===== src/rtl/scc_mem_pkg.sv =====
// Shared types for the SCC memory arbiter: FSM states, owner encoding, err_bits indices.
package scc_mem_pkg;

    typedef enum logic [1:0] {
        ST_IDLE   = 2'd0,
        ST_ACCESS = 2'd1,
        ST_DONE   = 2'd2
    } state_t;

    typedef enum logic {
        OWN_IF = 1'b0,
        OWN_D  = 1'b1
    } owner_t;

    localparam int ERR_IF_BIT = 0;
    localparam int ERR_D_BIT  = 1;

    function automatic logic misaligned(input logic [1:0] lsb);
        return lsb != 2'b00;
    endfunction

endpackage


===== src/rtl/scc_mem_arbiter_if.sv =====
// Fetch, load/store and memory-side signals of the arbiter; slave = arbiter view.
interface scc_mem_arbiter_if #(
    parameter int ADDR_W = 32,
    parameter int DATA_W = 32
);
    logic              if_req;
    logic [ADDR_W-1:0] if_addr;
    logic              if_gnt;
    logic              if_rvalid;
    logic [DATA_W-1:0] if_rdata;

    logic              d_req;
    logic              d_we;
    logic [ADDR_W-1:0] d_addr;
    logic [DATA_W-1:0] d_wdata;
    logic              d_gnt;
    logic              d_rvalid;
    logic [DATA_W-1:0] d_rdata;

    logic              mem_en;
    logic              mem_we;
    logic [ADDR_W-1:0] mem_addr;
    logic [DATA_W-1:0] mem_wdata;
    logic [DATA_W-1:0] mem_rdata;

    modport slave (
        input  if_req, if_addr, d_req, d_we, d_addr, d_wdata, mem_rdata,
        output if_gnt, if_rvalid, if_rdata, d_gnt, d_rvalid, d_rdata,
               mem_en, mem_we, mem_addr, mem_wdata
    );

    modport master (
        output if_req, if_addr, d_req, d_we, d_addr, d_wdata, mem_rdata,
        input  if_gnt, if_rvalid, if_rdata, d_gnt, d_rvalid, d_rdata,
               mem_en, mem_we, mem_addr, mem_wdata
    );
endinterface


===== src/rtl/scc_mem_lat_cnt.sv =====
// Loadable down-counter timing the memory latency; zero flags terminal count.
module scc_mem_lat_cnt #(
    parameter int W = 2
) (
    input  logic         clk,
    input  logic         rst,
    input  logic         en,
    input  logic         load,
    input  logic [W-1:0] load_val,
    output logic         zero
);
    logic [W-1:0] cnt_q;
    logic [W-1:0] cnt_d;

    always_comb begin
        cnt_d = cnt_q;
        if (load) begin
            cnt_d = load_val;
        end else if (en && (cnt_q != '0)) begin
            cnt_d = cnt_q - W'(1);
        end
    end

    always_ff @(posedge clk or negedge rst) begin
        if (!rst) begin
            cnt_q <= '0;
        end else begin
            cnt_q <= cnt_d;
        end
    end

    assign zero = (cnt_q == '0);
endmodule


===== src/rtl/scc_mem_arbiter.sv =====
// Single-port memory arbiter/sequencer for fetch and load/store.
// Optional round-robin arbitration: define SCC_MEM_ARB_RR_EN.
module scc_mem_arbiter
    import scc_mem_pkg::*;
#(
    parameter int ADDR_W  = 32,
    parameter int DATA_W  = 32,
    parameter int MEM_LAT = 2
) (
    input  logic               clk,
    input  logic               rst,
    input  logic               clk_en,
    input  logic               halt,
    scc_mem_arbiter_if.slave   bus,
    output logic               busy,
    output logic [1:0]         err_bits
);
    localparam int                 CNT_W    = $clog2(MEM_LAT) + 1;
    localparam logic [CNT_W-1:0]   CNT_LOAD = CNT_W'(MEM_LAT - 1);

    state_t            state_q, state_d;
    owner_t            owner_q, owner_d;
    logic              we_q, we_d;
    logic [ADDR_W-1:0] addr_q, addr_d;
    logic [DATA_W-1:0] wdata_q, wdata_d;
    logic [DATA_W-1:0] if_rdata_q, if_rdata_d;
    logic [DATA_W-1:0] d_rdata_q, d_rdata_d;
    logic [1:0]        err_q, err_d;

    logic              win, if_cand, d_cand;
    logic              gnt_if, gnt_d, any_gnt;
    logic              cnt_en, cnt_zero;
    logic [ADDR_W-1:0] sel_addr;

    assign win     = clk_en && ((state_q == ST_IDLE) || (state_q == ST_DONE));
    assign if_cand = win && bus.if_req && !halt;
    assign d_cand  = win && bus.d_req;

`ifdef SCC_MEM_ARB_RR_EN
    owner_t last_q, last_d;

    // On contention the requester that did not win last time takes the slot.
    always_comb begin
        gnt_d  = d_cand && !(if_cand && (last_q == OWN_D));
        gnt_if = if_cand && !gnt_d;
        last_d = last_q;
        if (gnt_d) begin
            last_d = OWN_D;
        end else if (gnt_if) begin
            last_d = OWN_IF;
        end
    end

    always_ff @(posedge clk or negedge rst) begin
        if (!rst) begin
            last_q <= OWN_IF;
        end else begin
            last_q <= last_d;
        end
    end
`else
    always_comb begin
        gnt_d  = d_cand;
        gnt_if = if_cand && !d_cand;
    end
`endif

    assign any_gnt  = gnt_d || gnt_if;
    assign sel_addr = gnt_d ? bus.d_addr : bus.if_addr;
    assign cnt_en   = clk_en && (state_q == ST_ACCESS);

    scc_mem_lat_cnt #(.W(CNT_W)) u_lat_cnt (
        .clk      (clk),
        .rst      (rst),
        .en       (cnt_en),
        .load     (any_gnt),
        .load_val (CNT_LOAD),
        .zero     (cnt_zero)
    );

    always_comb begin
        state_d    = state_q;
        owner_d    = owner_q;
        we_d       = we_q;
        addr_d     = addr_q;
        wdata_d    = wdata_q;
        if_rdata_d = if_rdata_q;
        d_rdata_d  = d_rdata_q;
        err_d      = err_q;

        if (clk_en) begin
            unique case (state_q)
                ST_IDLE, ST_DONE: state_d = any_gnt ? ST_ACCESS : ST_IDLE;
                ST_ACCESS: begin
                    if (cnt_zero) begin
                        state_d = ST_DONE;
                        if (owner_q == OWN_IF) begin
                            if_rdata_d = bus.mem_rdata;
                        end else if (!we_q) begin
                            d_rdata_d = bus.mem_rdata;
                        end
                    end
                end
                default: state_d = ST_IDLE;
            endcase
        end

        // Misaligned requests are flagged but still serviced at the word address.
        if (any_gnt) begin
            owner_d = gnt_d ? OWN_D : OWN_IF;
            we_d    = gnt_d && bus.d_we;
            addr_d  = {sel_addr[ADDR_W-1:2], 2'b00};
            if (gnt_d) begin
                wdata_d = bus.d_wdata;
            end
            if (misaligned(sel_addr[1:0])) begin
                if (gnt_d) begin
                    err_d[ERR_D_BIT] = 1'b1;
                end else begin
                    err_d[ERR_IF_BIT] = 1'b1;
                end
            end
        end
    end

    always_ff @(posedge clk or negedge rst) begin
        if (!rst) begin
            state_q    <= ST_IDLE;
            owner_q    <= OWN_IF;
            we_q       <= 1'b0;
            addr_q     <= '0;
            wdata_q    <= '0;
            if_rdata_q <= '0;
            d_rdata_q  <= '0;
            err_q      <= '0;
        end else begin
            state_q    <= state_d;
            owner_q    <= owner_d;
            we_q       <= we_d;
            addr_q     <= addr_d;
            wdata_q    <= wdata_d;
            if_rdata_q <= if_rdata_d;
            d_rdata_q  <= d_rdata_d;
            err_q      <= err_d;
        end
    end

    assign bus.if_gnt    = gnt_if;
    assign bus.d_gnt     = gnt_d;
    assign bus.if_rvalid = (state_q == ST_DONE) && (owner_q == OWN_IF);
    assign bus.d_rvalid  = (state_q == ST_DONE) && (owner_q == OWN_D);
    assign bus.if_rdata  = if_rdata_q;
    assign bus.d_rdata   = d_rdata_q;
    assign bus.mem_en    = (state_q == ST_ACCESS);
    assign bus.mem_we    = (state_q == ST_ACCESS) && we_q;
    assign bus.mem_addr  = addr_q;
    assign bus.mem_wdata = wdata_q;
    assign busy          = (state_q != ST_IDLE);
    assign err_bits      = err_q;
endmodule


===== src/flat_wrapper.sv =====
// flat-port wrapper written by rule: the top's interface ports become plain ports
module scc_mem_arbiter_flat import scc_mem_pkg::*;
#(
    parameter int ADDR_W  = 32,
    parameter int DATA_W  = 32,
    parameter int MEM_LAT = 2
)
  (clk, rst, clk_en, halt, busy, err_bits, bus_if_req, bus_if_addr, bus_d_req, bus_d_we, bus_d_addr, bus_d_wdata, bus_mem_rdata, bus_if_gnt, bus_if_rvalid, bus_if_rdata, bus_d_gnt, bus_d_rvalid, bus_d_rdata, bus_mem_en, bus_mem_we, bus_mem_addr, bus_mem_wdata);
  scc_mem_arbiter_if #(.ADDR_W(ADDR_W), .DATA_W(DATA_W)) bus_i ();
  input  logic clk;
  input  logic rst;
  input  logic clk_en;
  input  logic halt;
  output logic busy;
  output logic [1:0] err_bits;
  input wire logic [$bits(bus_i.if_req)-1:0] bus_if_req;
  input wire logic [$bits(bus_i.if_addr)-1:0] bus_if_addr;
  input wire logic [$bits(bus_i.d_req)-1:0] bus_d_req;
  input wire logic [$bits(bus_i.d_we)-1:0] bus_d_we;
  input wire logic [$bits(bus_i.d_addr)-1:0] bus_d_addr;
  input wire logic [$bits(bus_i.d_wdata)-1:0] bus_d_wdata;
  input wire logic [$bits(bus_i.mem_rdata)-1:0] bus_mem_rdata;
  output wire logic [$bits(bus_i.if_gnt)-1:0] bus_if_gnt;
  output wire logic [$bits(bus_i.if_rvalid)-1:0] bus_if_rvalid;
  output wire logic [$bits(bus_i.if_rdata)-1:0] bus_if_rdata;
  output wire logic [$bits(bus_i.d_gnt)-1:0] bus_d_gnt;
  output wire logic [$bits(bus_i.d_rvalid)-1:0] bus_d_rvalid;
  output wire logic [$bits(bus_i.d_rdata)-1:0] bus_d_rdata;
  output wire logic [$bits(bus_i.mem_en)-1:0] bus_mem_en;
  output wire logic [$bits(bus_i.mem_we)-1:0] bus_mem_we;
  output wire logic [$bits(bus_i.mem_addr)-1:0] bus_mem_addr;
  output wire logic [$bits(bus_i.mem_wdata)-1:0] bus_mem_wdata;
  assign bus_i.if_req = bus_if_req;
  assign bus_i.if_addr = bus_if_addr;
  assign bus_i.d_req = bus_d_req;
  assign bus_i.d_we = bus_d_we;
  assign bus_i.d_addr = bus_d_addr;
  assign bus_i.d_wdata = bus_d_wdata;
  assign bus_i.mem_rdata = bus_mem_rdata;
  assign bus_if_gnt = bus_i.if_gnt;
  assign bus_if_rvalid = bus_i.if_rvalid;
  assign bus_if_rdata = bus_i.if_rdata;
  assign bus_d_gnt = bus_i.d_gnt;
  assign bus_d_rvalid = bus_i.d_rvalid;
  assign bus_d_rdata = bus_i.d_rdata;
  assign bus_mem_en = bus_i.mem_en;
  assign bus_mem_we = bus_i.mem_we;
  assign bus_mem_addr = bus_i.mem_addr;
  assign bus_mem_wdata = bus_i.mem_wdata;
  scc_mem_arbiter #(.ADDR_W(ADDR_W), .DATA_W(DATA_W), .MEM_LAT(MEM_LAT)) u_core (.clk(clk), .rst(rst), .clk_en(clk_en), .halt(halt), .bus(bus_i), .busy(busy), .err_bits(err_bits));
endmodule

===== config.mk =====
export PLATFORM = sky130hd
export DESIGN_NAME = scc_mem_arbiter_flat
export DESIGN_NICKNAME = d
export VERILOG_FILES = /design/src/rtl/scc_mem_pkg.sv /design/src/rtl/scc_mem_arbiter_if.sv /design/src/rtl/scc_mem_lat_cnt.sv /design/src/rtl/scc_mem_arbiter.sv /design/src/flat_wrapper.sv
export SDC_FILE = /design/constraint.sdc
export NUM_CORES = 1
export LEC_CHECK = 0
export ABC_CLOCK_PERIOD_IN_PS = 2370
export CORE_MARGIN = 4
export CORE_UTILIZATION = 43
export CTS_CLUSTER_DIAMETER = 30
export DETAILED_ROUTE_END_ITERATION = 12
export PLACE_DENSITY = 0.87
export SETUP_SLACK_MARGIN = 0.02
export SKIP_LAST_GASP = 1
export SYNTH_ARGS = -nofsm -noshare
export SYNTH_HDL_FRONTEND = slang
export SYNTH_SLANG_ARGS = --single-unit

===== constraint.sdc =====
create_clock -name clk -period 2.37 [get_ports clk]
set_input_delay 0.3555 -clock clk [delete_from_list [all_inputs] [get_ports clk]]
set_output_delay 0.3555 -clock clk [all_outputs]
set_load 0.005 [all_outputs]

==> results, run 1 <==
- The run finished with clean final reports.
- The worst register-to-register path has a depth of 6.
- The leakage power total is around 3.7 nW.
- The worst register-to-register path begins at u_core.u_lat_cnt.cnt_q[0].
- The number of global-route vias before repair came to ~4800.
- The clock latency at the later pin of the worst-skew pair is 0.41 ns.
- STA classifies the critical path startpoint as an input port.
- The post-route netlist has 24.6% of its cells at a drive strength greater than 1.
- The HPWL after detailed placement is 11.8 mm.
- Buffers added to address setup during post-CTS repair amount to 0.
- The total length of routed wires is 15.7 mm.
- The endpoint identified for the worst register-to-register timing path is u_core.bus.d_rdata[24].
- Setup repair after global routing left no endpoint under its margin.
- Synthesis inferred 134 register bits.
- Power spread over the standard cell area amounts to 1210 nW/µm².
- The portion of the post-synthesis area used by sequential elements is 61.8%.
- In the routed layout, each cell is associated on average with a via count of 5.02.
- After routing the design area is 8850 µm².
- The top fanout value on the critical path is 3.
- The share of the core filled with cells is 72.7%.
- The routability congestion estimate is 0.795.
- Adding up every negative setup slack in the final design gives 0 ns.
- The finished layout holds 838 standard cells, fillers aside.
- The critical path data arrival time is 1.88 ns.
- The largest family of logic cells by synthesized area is multiplexers.
- The initial core utilization is between 40% and 50%.
- The worst-case IR drop observed on VDD is 0.734 mV.
- The multiplexer share of the synthesized area is 19.9%.
- The number of antenna diodes in the final layout is 0.
- The largest clock skew in the final design is slightly above 0.006 ns.
- The layout overhead on the synthesized area is 63.0%.
- The final-report setup violation count is 0.
- Measured along the y axis, the die boundary spans 120 µm.
- The master cell of the clock root buffer is sky130_fd_sc_hd__clkbuf_16.
- The worst setup path is captured at an output port.
- The core footprint is 12200 µm².
- The clock transition at the register clock pins on the worst setup and hold paths after CTS is around 0.05 ns.
- Summing the areas of all compound-gate instances in the mapped netlist gives 7.40% of the synthesized area.
- Across all layers, the routed design uses between 4000 and 5000 vias.
- STA puts the critical path data required time at between 2 and 2.5 ns.
- For this run, design rule violations remaining after detail routing come to 0.
- The worst min-delay path class is in -> async.
- The number of buffers inserted during clock tree synthesis is 17.
- The standard cell area after detailed placement is about 8300 µm².
- The post-place setup slack is roughly 0.15 ns.
- After clock tree synthesis, the repair step resized 0 gates.
- The total instance count after detailed placement is between 800 and 900.
- The design draws 10.7 mW.
- The clock net in this run drives a total of 134 sinks.
- The first-pass GRT wire length is around 25 mm.
- The combined global-route utilization of all metal layers is 22.2%.
- Summing every instance area after synthesis gives 5430 µm².
- The floorplan step set the die width to 120 µm.
- For this run, the number of Yosys warnings is 0.
- Hold timing on the final database bottoms out at a slack of between 0.4 and 0.5 ns.
- For this block, the initial DRC count from the detailed router was 215.
- The setup path with the least slack is of type in -> out.
- The XOR/XNOR share of the synthesized area is 0.161%.
- The antenna violation net count after detailed routing is 0.
- Synthesis produced a netlist whose cell count is 382.
- The number of placed I/O pins is 272.
- In this run the register-to-register setup slack is 0.62 ns.
- The number of hold violations in the final report is 0.
- TritonCTS built the clock tree.
- The number of antenna violations at the first check in global routing is 0.
- The number of max-slew violations in the final report is 0.
- The H-tree was split into 4 levels.
- Of the total synthesized cell area, the portion taken by full adders, half adders and majority gates is 0.231%.
- The floorplan has 40 rows.
- The die covers roughly 14000 µm².
- The number of buffers on the longest clock path is 2.
- Timing would allow up to 0.447 GHz.
- After the last flow step, the layout net total stands at slightly below 800.
- The tool flagged a number of max-cap violations equal to 0.
- In the post-route analysis, the smallest setup slack over all paths is about 0.13 ns.
- Summing the areas of all and, or, nand and nor instances in the mapped netlist gives 6.92% of the synthesized area.
- Global routing finished with a remaining overflow of 0.
- Dividing the detail-routed wire length by the instance count gives 18.7 µm.
- The final cycle utilization of the critical path is 94.5%.
- In this run the tool buffered the top-level ports with 269 buffer cells.
- The maximum number of pins on one net before global-route repair is 56.
- The smallest clock period supported by the final layout is computed as 2.24 ns.
- The total iterations of the first detailed-routing run is 4.
- The number of distinct library cells after synthesis is 32.
- The synthesized area per cell is approximately 14 µm².
==> how the worst max path moves through the flow <==
stage / from / end / cells past startpoint
2_1_floorplan: u_core.u_lat_cnt.cnt_q[0] / u_core.bus.d_rdata[0] / 6
5_1_grt: u_core.state_q[0] / bus_if_gnt / 3
4_1_cts: clk_en / bus_if_gnt / 4
3_5_place_dp: clk_en / bus_if_gnt / 4
6_report: clk_en / bus_if_gnt / 4
3_3_place_gp: clk_en / bus_if_gnt / 4
==> flip-flops by register name (all words and copies together) (netlist names) <==
signal                  cells
u_core.bus.d_rdata         32
u_core.bus.if_rdata        32
u_core.bus.mem_addr        30
u_core.bus.mem_wdata       32
u_core.err_bits             2
u_core.owner_q              1
u_core.state_q              2
u_core.u_lat_cnt.cnt_q      2
u_core.we_q                 1
==> placed cells by master, fill, tap and decap left out, drive strengths merged <==
| cell | netlist | final |
|---|---|---|
| a211oi | 1 | 1 |
| a21o | 1 | 1 |
| a221o | 1 | 1 |
| a22o | 1 | 1 |
| and2 | 1 | 1 |
| and4bb | 2 | 2 |
| buf | 18 | 14 |
| bufinv | 0 | 1 |
| clkbuf | 7 | 25 |
| clkdlybuf4s50 | 0 | 268 |
| clkinv | 0 | 2 |
| clkinvlp | 0 | 1 |
| conb | 1 | 2 |
| dfrtp | 134 | 134 |
| dlygate4sd3 | 0 | 1 |
| ha | 1 | 1 |
| inv | 7 | 7 |
| mux2 | 96 | 96 |
| nand2 | 32 | 32 |
| nand4b | 1 | 1 |
| nor2 | 33 | 33 |
| nor2b | 4 | 4 |
| nor3 | 3 | 3 |
| o21a | 1 | 1 |
| o21ai | 3 | 3 |
| o21bai | 1 | 1 |
| o221a | 30 | 30 |
| or2 | 2 | 2 |
| xnor2 | 1 | 1 |
==> area by class of cell <==
| cell class | count | area, µm² |
|---|---|---|
| Fill cell | 820 | 3310 |
| Timing Repair Buffer | 283 | 2840 |
| Multi-Input combinational cell | 217 | 1890 |
| Clock buffer | 25 | 485 |
| Sequential cell | 134 | 3350 |
| Tap cell | 168 | 210 |
| Inverter | 7 | 28.8 |
| Clock inverter | 4 | 47.5 |
==> metal layers <==
layer / GRT usage (%) / part of all wire, % / vias up
li1: - / - / 1904
met1: 24.2 / 36 / 2064
met2: 39.1 / 53 / 201
met3: 7.39 / 8.2 / 41
met4: 10.4 / 3.1 / 0
met5: 0 / 0 / -
==> where the power goes <==
group / internal (mW) / leakage [nW] / switching, mW
sequential: 3.38 / 1.60 / 0.608
combinational: 2.97 / 1.82 / 1.33
clock: 1.50 / 0.259 / 0.888
==> synthesized netlist by cell type <==
cell                         n  area (µm²)
sky130_fd_sc_hd__o21ai_0     3        15.0
sky130_fd_sc_hd__clkbuf_1    7        26.3
sky130_fd_sc_hd__a21o_1      1        7.51
sky130_fd_sc_hd__a22o_1      1        8.76
sky130_fd_sc_hd__nor2b_4     1        13.8
sky130_fd_sc_hd__conb_1      1        3.75
sky130_fd_sc_hd__nor2_2      1        6.26
sky130_fd_sc_hd__buf_4       8        60.1
sky130_fd_sc_hd__xnor2_1     1        8.76
sky130_fd_sc_hd__buf_6       4        45.0
sky130_fd_sc_hd__or2_2       2        12.5
sky130_fd_sc_hd__nand4b_4    1        23.8
sky130_fd_sc_hd__o221a_2    30         338
sky130_fd_sc_hd__nor2_1     32         120
sky130_fd_sc_hd__mux2_1      9         101
sky130_fd_sc_hd__a221o_1     1        10.0
sky130_fd_sc_hd__inv_1       6        22.5
sky130_fd_sc_hd__buf_2       6        30.0
sky130_fd_sc_hd__dfrtp_1   134        3350
sky130_fd_sc_hd__ha_1        1        12.5
sky130_fd_sc_hd__nor3_4      1        16.3
sky130_fd_sc_hd__nor2b_1     3        18.8
sky130_fd_sc_hd__mux2_2     87         980
sky130_fd_sc_hd__nand2_2     1        6.26
sky130_fd_sc_hd__and2_1      1        6.26
sky130_fd_sc_hd__and4bb_2    2        25.0
sky130_fd_sc_hd__nor3_1      2        10.0
sky130_fd_sc_hd__a211oi_1    1        7.51
sky130_fd_sc_hd__o21bai_1    1        7.51
sky130_fd_sc_hd__nand2_1    31         116
sky130_fd_sc_hd__o21a_1      1        7.51
sky130_fd_sc_hd__inv_4       1        6.26
==> timing repair <==
item / 4_1_cts / 5_1_grt
endpoints found under the hold margin: 21 / 0
hold buffers: 1 / 0
endpoints found under the setup margin: 0 / 0
==> kinds of logic after synthesis <==
kind of cell | after synthesis
xor gates and xnor gates | 1
and+or+nand+nor | 78
muxes | 96
DFF | 134
buffers and inverters | 32
AOI/OAI and AO/OA | 39
adders and majority gates | 1
other | 1
==> worst max-delay path, stage by stage <==
cell and delay (ns):
sky130_fd_sc_hd__clkdlybuf4s50_1 0.51, sky130_fd_sc_hd__and4bb_2 0.26, sky130_fd_sc_hd__nor2b_1 0.20, sky130_fd_sc_hd__clkdlybuf4s50_1 0.56
(Power assumes the default switching activity.)
==> inputs of run 2 (changes only) <==
==> constraint.sdc (replaced) <==
create_clock -name clk -period 2.37 [get_ports clk]
set_input_delay 0.3555 -clock clk [delete_from_list [all_inputs] [get_ports clk]]
set_output_delay 0.3555 -clock clk [all_outputs]
set_load 0.01 [all_outputs]
==> results, run 2 (synthesis results as in run 1) <==
- The run finished with clean final reports.
- The global routing stage identified its most utilized layer as met2.
- IR analysis of the VDD net gives a maximum drop of 0.585 mV.
- The maximum number of pins on one net before global-route repair is 66.
- At the later pin of the worst-skew pair, clock insertion delay measures roughly 0.41 ns.
- For this design the ratio of total power to cell area is ~1300 nW/µm².
- The commonest non-fill, non-tap cell in the layout is sky130_fd_sc_hd__clkdlybuf4s50_1.
- The most critical setup path has its endpoint at bus_if_gnt.
- Clock skew on the completed layout was measured at between 0.008 and 0.009 ns.
- The leakage power total is between 3 and 4 nW.
- The die extent in x is 120 µm.
- Wires add up to around 15 mm.
- The type of element capturing the critical path is an output port.
- The routed design could run at a clock period as short as approximately 2.3 ns.
- At the worst endpoint, the arrival time is around 1.9 ns.
- The clock sink count is 134.
- The highest clock rate is 0.444 GHz.
- The number of cells traversed by the worst register-to-register path is 6.
- In this run the critical register-to-register path is captured at u_core.bus.mem_wdata[8].
- The critical path startpoint category is an input port.
- At the placement stage, the worst setup path has a slack of 0.118 ns.
- The clock passes through at most 2 buffers.
- The completed layout was analyzed and its total power is 11.5 mW.
- The startpoint of the most critical setup path is clk_en.
- The global-route track usage on met3 is 6.13%.
- After clock tree synthesis, the clock-pin slew on the worst setup and hold paths is about 0.060 ns.
- Clock tree synthesis selected as its root buffer the cell sky130_fd_sc_hd__clkbuf_16.
- The number of nets in the finished design is just under 800.
- The core footprint is between 10000 and 15000 µm².
- The post-detailed-route DRC marker count is 0.
- The final-report setup violation count is 0.
- After detailed routing, the average wire length per cell comes to approximately 18 µm.
- The initial core utilization is 44.6%.
- Global routing used 21.9% of the available tracks.
- The number of buffers inserted during clock tree synthesis is 17.
- The reg-to-reg setup timing slack is 0.62 ns.
- The top fanout value on the critical path is 3.
- In this run, the number of DRC markers left after iteration 0 of detailed routing was 247.
- Setup repair after global routing left no endpoint under its margin.
- Routability-driven placement finished with a final weighted congestion of 0.796.
- The area of all placed cells without fillers is 8950 µm².
- The share of the core filled with cells is about 74%.
- The repair_antennas step left the layout with diodes totalling 0.
- The area growth from synthesis to layout is 64.9%.
- In this run the vertical extent of the chip is 120 µm.
- The via density per instance is 4.98.
- The worst hold path belongs to the class in -> async.
- The leftover overflow at the end of global routing is 0.
- Setup slack closes at ~0.12 ns.
- For this run, global-route usage on met1 was measured as 24.4%.
- The number of hold violations in the final report came to 0.
- In this run the number of H-tree levels came out at 4.
- Port buffering added ~270 buffers.
- The number of antenna violations at the first check in global routing is 0.
- Row generation in the floorplan step produced 40 rows.
- Global routing used around two fifths of the available met2 tracks.
- For the worst setup path, the data required time is 2.01 ns.
- The standard cell area after detailed placement is 8300 µm².
- The tool flagged a number of max-cap violations equal to 0.
- Summed over all nets, the half-perimeter wirelength after detailed placement is around 11 mm.
- In this run the critical register-to-register path is launched from u_core.state_q[0].
- The number of placed I/O pins is 272.
- The routed layout has between 4000 and 5000 vias.
- The final hold slack is 0.466 ns.
- The total of fill cells in the finished design is 813.
- The fraction of layout instances using a drive strength above 1 is 25.4%.
- The library cells used most frequently in the layout, excluding fill and tap cells, are 268 x sky130_fd_sc_hd__clkdlybuf4s50_1, 134 x sky130_fd_sc_hd__dfrtp_1, 87 x sky130_fd_sc_hd__mux2_2.
- TritonCTS built the clock tree.
- The final cycle utilization of the critical path is 95.1%.
- The first global-routing pass estimated 24.6 mm of wire.
- Once detail routing completed, the nets flagged for antenna violations numbered 0.
- Leaving out filler cells and counting taps, the final layout contains 840.
- The critical path in this run is classified as in -> out.
- The die covers 14500 µm².
- The number of max-slew violations in the final report is 0.
- For the final routed database, the setup TNS stands at 0 ns.
- The total iterations of the first detailed-routing run is 4.
- The number of global-route vias before repair is 4668.
- Including well taps, the total number of placed cells is 807.
run 2: worst min-delay path by stage:
| stage | end | slack (ns) | start | depth (start not counted) |
|---|---|---|---|---|
| after detailed placement | u_core.bus.if_rdata[19] | 0.35 | rst | 1 |
| after global routing | u_core.bus.d_rdata[21] | 0.49 | rst | 2 |
| after CTS | u_core.bus.d_rdata[18] | 0.46 | rst | 2 |
| after floorplan | u_core.bus.d_rdata[0] | 0.06 | rst | 0 |
| after global placement | u_core.bus.if_rdata[19] | 0.34 | rst | 1 |
| final | u_core.bus.d_rdata[19] | 0.47 | rst | 2 |
run 2: area by class of cell:
| class | instances | area, µm² | area share, % |
|---|---|---|---|
| clock buffers | 21 | 470 | 5.26 |
| flip-flops and latches | 134 | 3350 | 37.5 |
| repair buffers | 282 | 2830 | 31.6 |
| well taps | 168 | 210 | 2.35 |
| clock inverters | 11 | 171 | 1.92 |
| multi-input cells | 217 | 1890 | 21.1 |
| inverters | 7 | 28.8 | 0.322 |
run 2: where the power goes:
part	total, mW	internal, mW	switching [mW]
Clock	2.81	1.85	0.967
Combinational	4.71	2.98	1.73
Sequential	4.00	3.38	0.623
run 2: what timing repair did:
item	in CTS	in global routing
buffers inserted	0	0
hold buffers	1	0
hold endpoints to repair	36	0
resized for setup	0	0
run 2: critical path: stages:
cell                              delay, ns
sky130_fd_sc_hd__clkdlybuf4s50_1       0.51
sky130_fd_sc_hd__and4bb_2              0.26
sky130_fd_sc_hd__nor2b_1               0.18
sky130_fd_sc_hd__clkdlybuf4s50_1       0.59
run 2: routing by layer:
metal,vias up,wire length (µm)
met1,2041,5820
li1,1902,-
met4,0,434
met3,33,1120
met2,204,8100
met5,-,0
==> inputs of run 3 (changes only) <==
--- a/config.mk
+++ b/config.mk
@@ -6,7 +6,7 @@
 export NUM_CORES = 1
 export LEC_CHECK = 0
 export ABC_CLOCK_PERIOD_IN_PS = 2370
-export CORE_MARGIN = 4
+export CORE_MARGIN = 2
 export CORE_UTILIZATION = 43
 export CTS_CLUSTER_DIAMETER = 30
 export DETAILED_ROUTE_END_ITERATION = 12
==> results, run 3 (synthesis results as in run 1) <==
- The run finished with clean final reports.
- The max-cap violation count is 0.
- The clock latency at the later pin of the worst-skew pair is 0.41 ns.
- The final instance count without filler cells is 846.
- Of the cells placed in the final design, the portion with a size suffix greater than 1 is between 20% and 30%.
- The routed length per instance is 17.5 µm.
- In this run the critical register-to-register path is launched from u_core.state_q[0].
- Setup violations remaining at the end of the flow were counted as 0.
- The leakage power total is 3.71 nW.
- The highest clock rate is approximately 0.44 GHz.
- The number of clock buffers added by TritonCTS is 17.
- The largest clock skew in the final design is 0.00668 ns.
- The total instance count after detailed placement is a little over 800.
- The floorplan step set the die height to 116 µm.
- The layout overhead on the synthesized area is 64.2%.
- The net switching fraction of the power is 28.9%.
- Per report_power, the combinational group accounts for 41.8% of the total.
- Registers are responsible for 35.8% of the overall power.
- The number of global-route vias before repair is 4455.
- The number of hold violations in the final report was 0.
- The analysis attributes to net switching a power of 3.23 mW.
- In this run the horizontal extent of the chip is 116 µm.
- The first-pass GRT wire length is 22.6 mm.
- The critical path startpoint category is a register.
- The violation count after the first detailed-route iteration is 207.
- The total length of routed wires is approximately 15 mm.
- The setup total negative slack is 0 ns.
- The startpoint of the most critical setup path is u_core.state_q[0].
- The number of antenna violations at the first check in global routing is 0.
- The relative slew slack is 62.1%.
- The number of levels in the clock H-tree is 4.
- The delay contributed by the slowest stage of the critical path is 0.56 ns.
- Along the worst path, the maximum fanout reaches 9.
- The library cell contributing the largest single delay on the critical path is sky130_fd_sc_hd__clkdlybuf4s50_1.
- Summed over all nets, the half-perimeter wirelength after detailed placement is 11.0 mm.
- Across the whole layout, storage elements account for 3350 µm².
- Setup repair after global routing left no endpoint under its margin.
- Power spread over the standard cell area amounts to 1260 nW/µm².
- The number of antenna cells inserted is 0.
- In this run the register-to-register setup slack is 0.60 ns.
- The leftover overflow at the end of global routing is 0.
- In the layout the commonest cells are 268 x sky130_fd_sc_hd__clkdlybuf4s50_1, 133 x sky130_fd_sc_hd__dfrtp_1, 87 x sky130_fd_sc_hd__mux2_2.
- Prior to clock tree synthesis, the placed netlist has a worst setup slack of 0.144 ns.
- Data on the critical path arrives at its endpoint at between 1.5 and 2 ns.
- The detail route stage leaves a number of antenna-violating nets equal to 0.
- In this run the standard cell core region covers 12500 µm².
- The master cell of the clock root buffer is sky130_fd_sc_hd__clkbuf_16.
- For this configuration, the core starts out at a cell density of 43.5%.
- In the final layout, the multi-input gates occupy 1890 µm².
- The setup path with the least slack is of type reg -> out.
- The count of buffers added on input and output ports is 269.
- The shortest period the worst path allows is around 2.3 ns.
- The pre-antenna-repair detailed-routing pass consisted of 4 iterations.
- Entering global routing, the biggest net connects just under 50 pins.
- The placed instances occupy a cell area of 8310 µm².
- The total die area is 13500 µm².
- The routability congestion estimate is ~0.78.
- The type of element capturing the critical path is an output port.
- After clock tree synthesis, the clock-pin slew on the worst setup and hold paths is ~0.05 ns.
- The critical path goes through and4bb_2 > nor2b_1 > clkdlybuf4s50_1.
- IR analysis of the VDD net gives a maximum drop of 0.610 mV.
- Counting the fill cells in the layout gives roughly 900.
- The clock network accounts for 22.3% of the total power.
- TritonCTS built the clock tree.
- The worst path meets setup with about 0.096 ns of slack.
- The startpoint identified for the worst hold timing path is u_core.err_bits[0].
- The number of nets in the finished design is 797.
- Internal power comes to 7.97 mW.
- The final cycle utilization of the critical path is 96.0%.
- The number of placement rows is 41.
- The number of max-slew violations in the final report is 0.
- Counting every sink on the clock net gives 134.
- At the worst endpoint, the required time is roughly 2 ns.
- The combined global-route utilization of all metal layers is between 20% and 30%.
- In this run the count of I/O pins placed on the die edge is 272.
- The worst min-delay path class is reg -> reg.
- The pin slew with the least headroom to its limit is about 0.57 ns.
- The post-detailed-route DRC marker count is 0.
- Leaving out fill and tap cells, the most frequent cell in the layout is sky130_fd_sc_hd__clkdlybuf4s50_1.
- The area of all placed cells without fillers is 8910 µm².
- The routed layout has around 4200 vias.
- Counting both buffers and inverters, the worst setup path holds a total of 1.
- The kind of cell with the highest combined delay along the critical path is buffers and inverters.
- The via density per instance is 4.93.
- The number of buffers on the longest clock path is 2.
## run 3: power groups by stage
stage / combinational (mW) / clock [mW] / sequential (mW)
after global placement: 4.56 / 0 / 3.98
after detailed placement: 4.69 / 0 / 4.05
after floorplan: 1.43 / 0 / 4.43
final: 4.69 / 2.50 / 4.01
after global routing: 5.00 / 2.66 / 4.15
after CTS: 4.72 / 2.55 / 4.04
## run 3: final timing paths
check,depth (start not counted),to
hold reg to reg,1,u_core.err_bits[0]
hold / removal,1,u_core.err_bits[0]
min in group asynchronous,2,u_core.bus.d_rdata[29]
max in group asynchronous,3,u_core.bus.mem_wdata[1]
setup / recovery,3,bus_if_gnt
setup reg to reg,6,u_core.bus.mem_wdata[24]
## run 3: layout make-up
cell class              count  area share (%)
flip-flops and latches    134            37.6
repair buffers            284            32.0
multi-input cells         217            21.2
clock buffers              23            5.25
well taps                 172            2.42
clock inverters             9            1.14
inverters                   7           0.323
## run 3: worst register-to-register path: cells and delay by family (launching register included)
family                 cells  cell delay (ns)
buffers and inverters      3             0.59
DFF                        1             0.45
muxes                      1             0.41
and+or+nand+nor            2             0.20
## run 3: stage by stage
| stage | utilization, % | hold slack [ns] | total power [mW] |
|---|---|---|---|
| after floorplan | - | 0.0599 | 5.86 |
| after global placement | 66.7 | 0.377 | 8.54 |
| after detailed placement | 66.7 | 0.385 | 8.73 |
| after CTS | 71.4 | 0.485 | 11.3 |
| after global routing | 71.5 | 0.491 | 11.8 |
| final | 71.5 | 0.480 | 11.2 |
## run 3: layer usage
layer	GRT usage [%]	part of all wire, %	up-vias
li1	-	-	1908
met1	23.3	36	2041
met2	39.8	52	190
met3	7.52	8.7	34
met4	11.1	3.2	0
met5	0	0	-
## run 3: repair_timing
action,CTS,global route
setup buffers,0,2
hold endpoints to repair,41,0
resized for setup,1,0
hold buffers,1,0
endpoints found under the setup margin,1,1
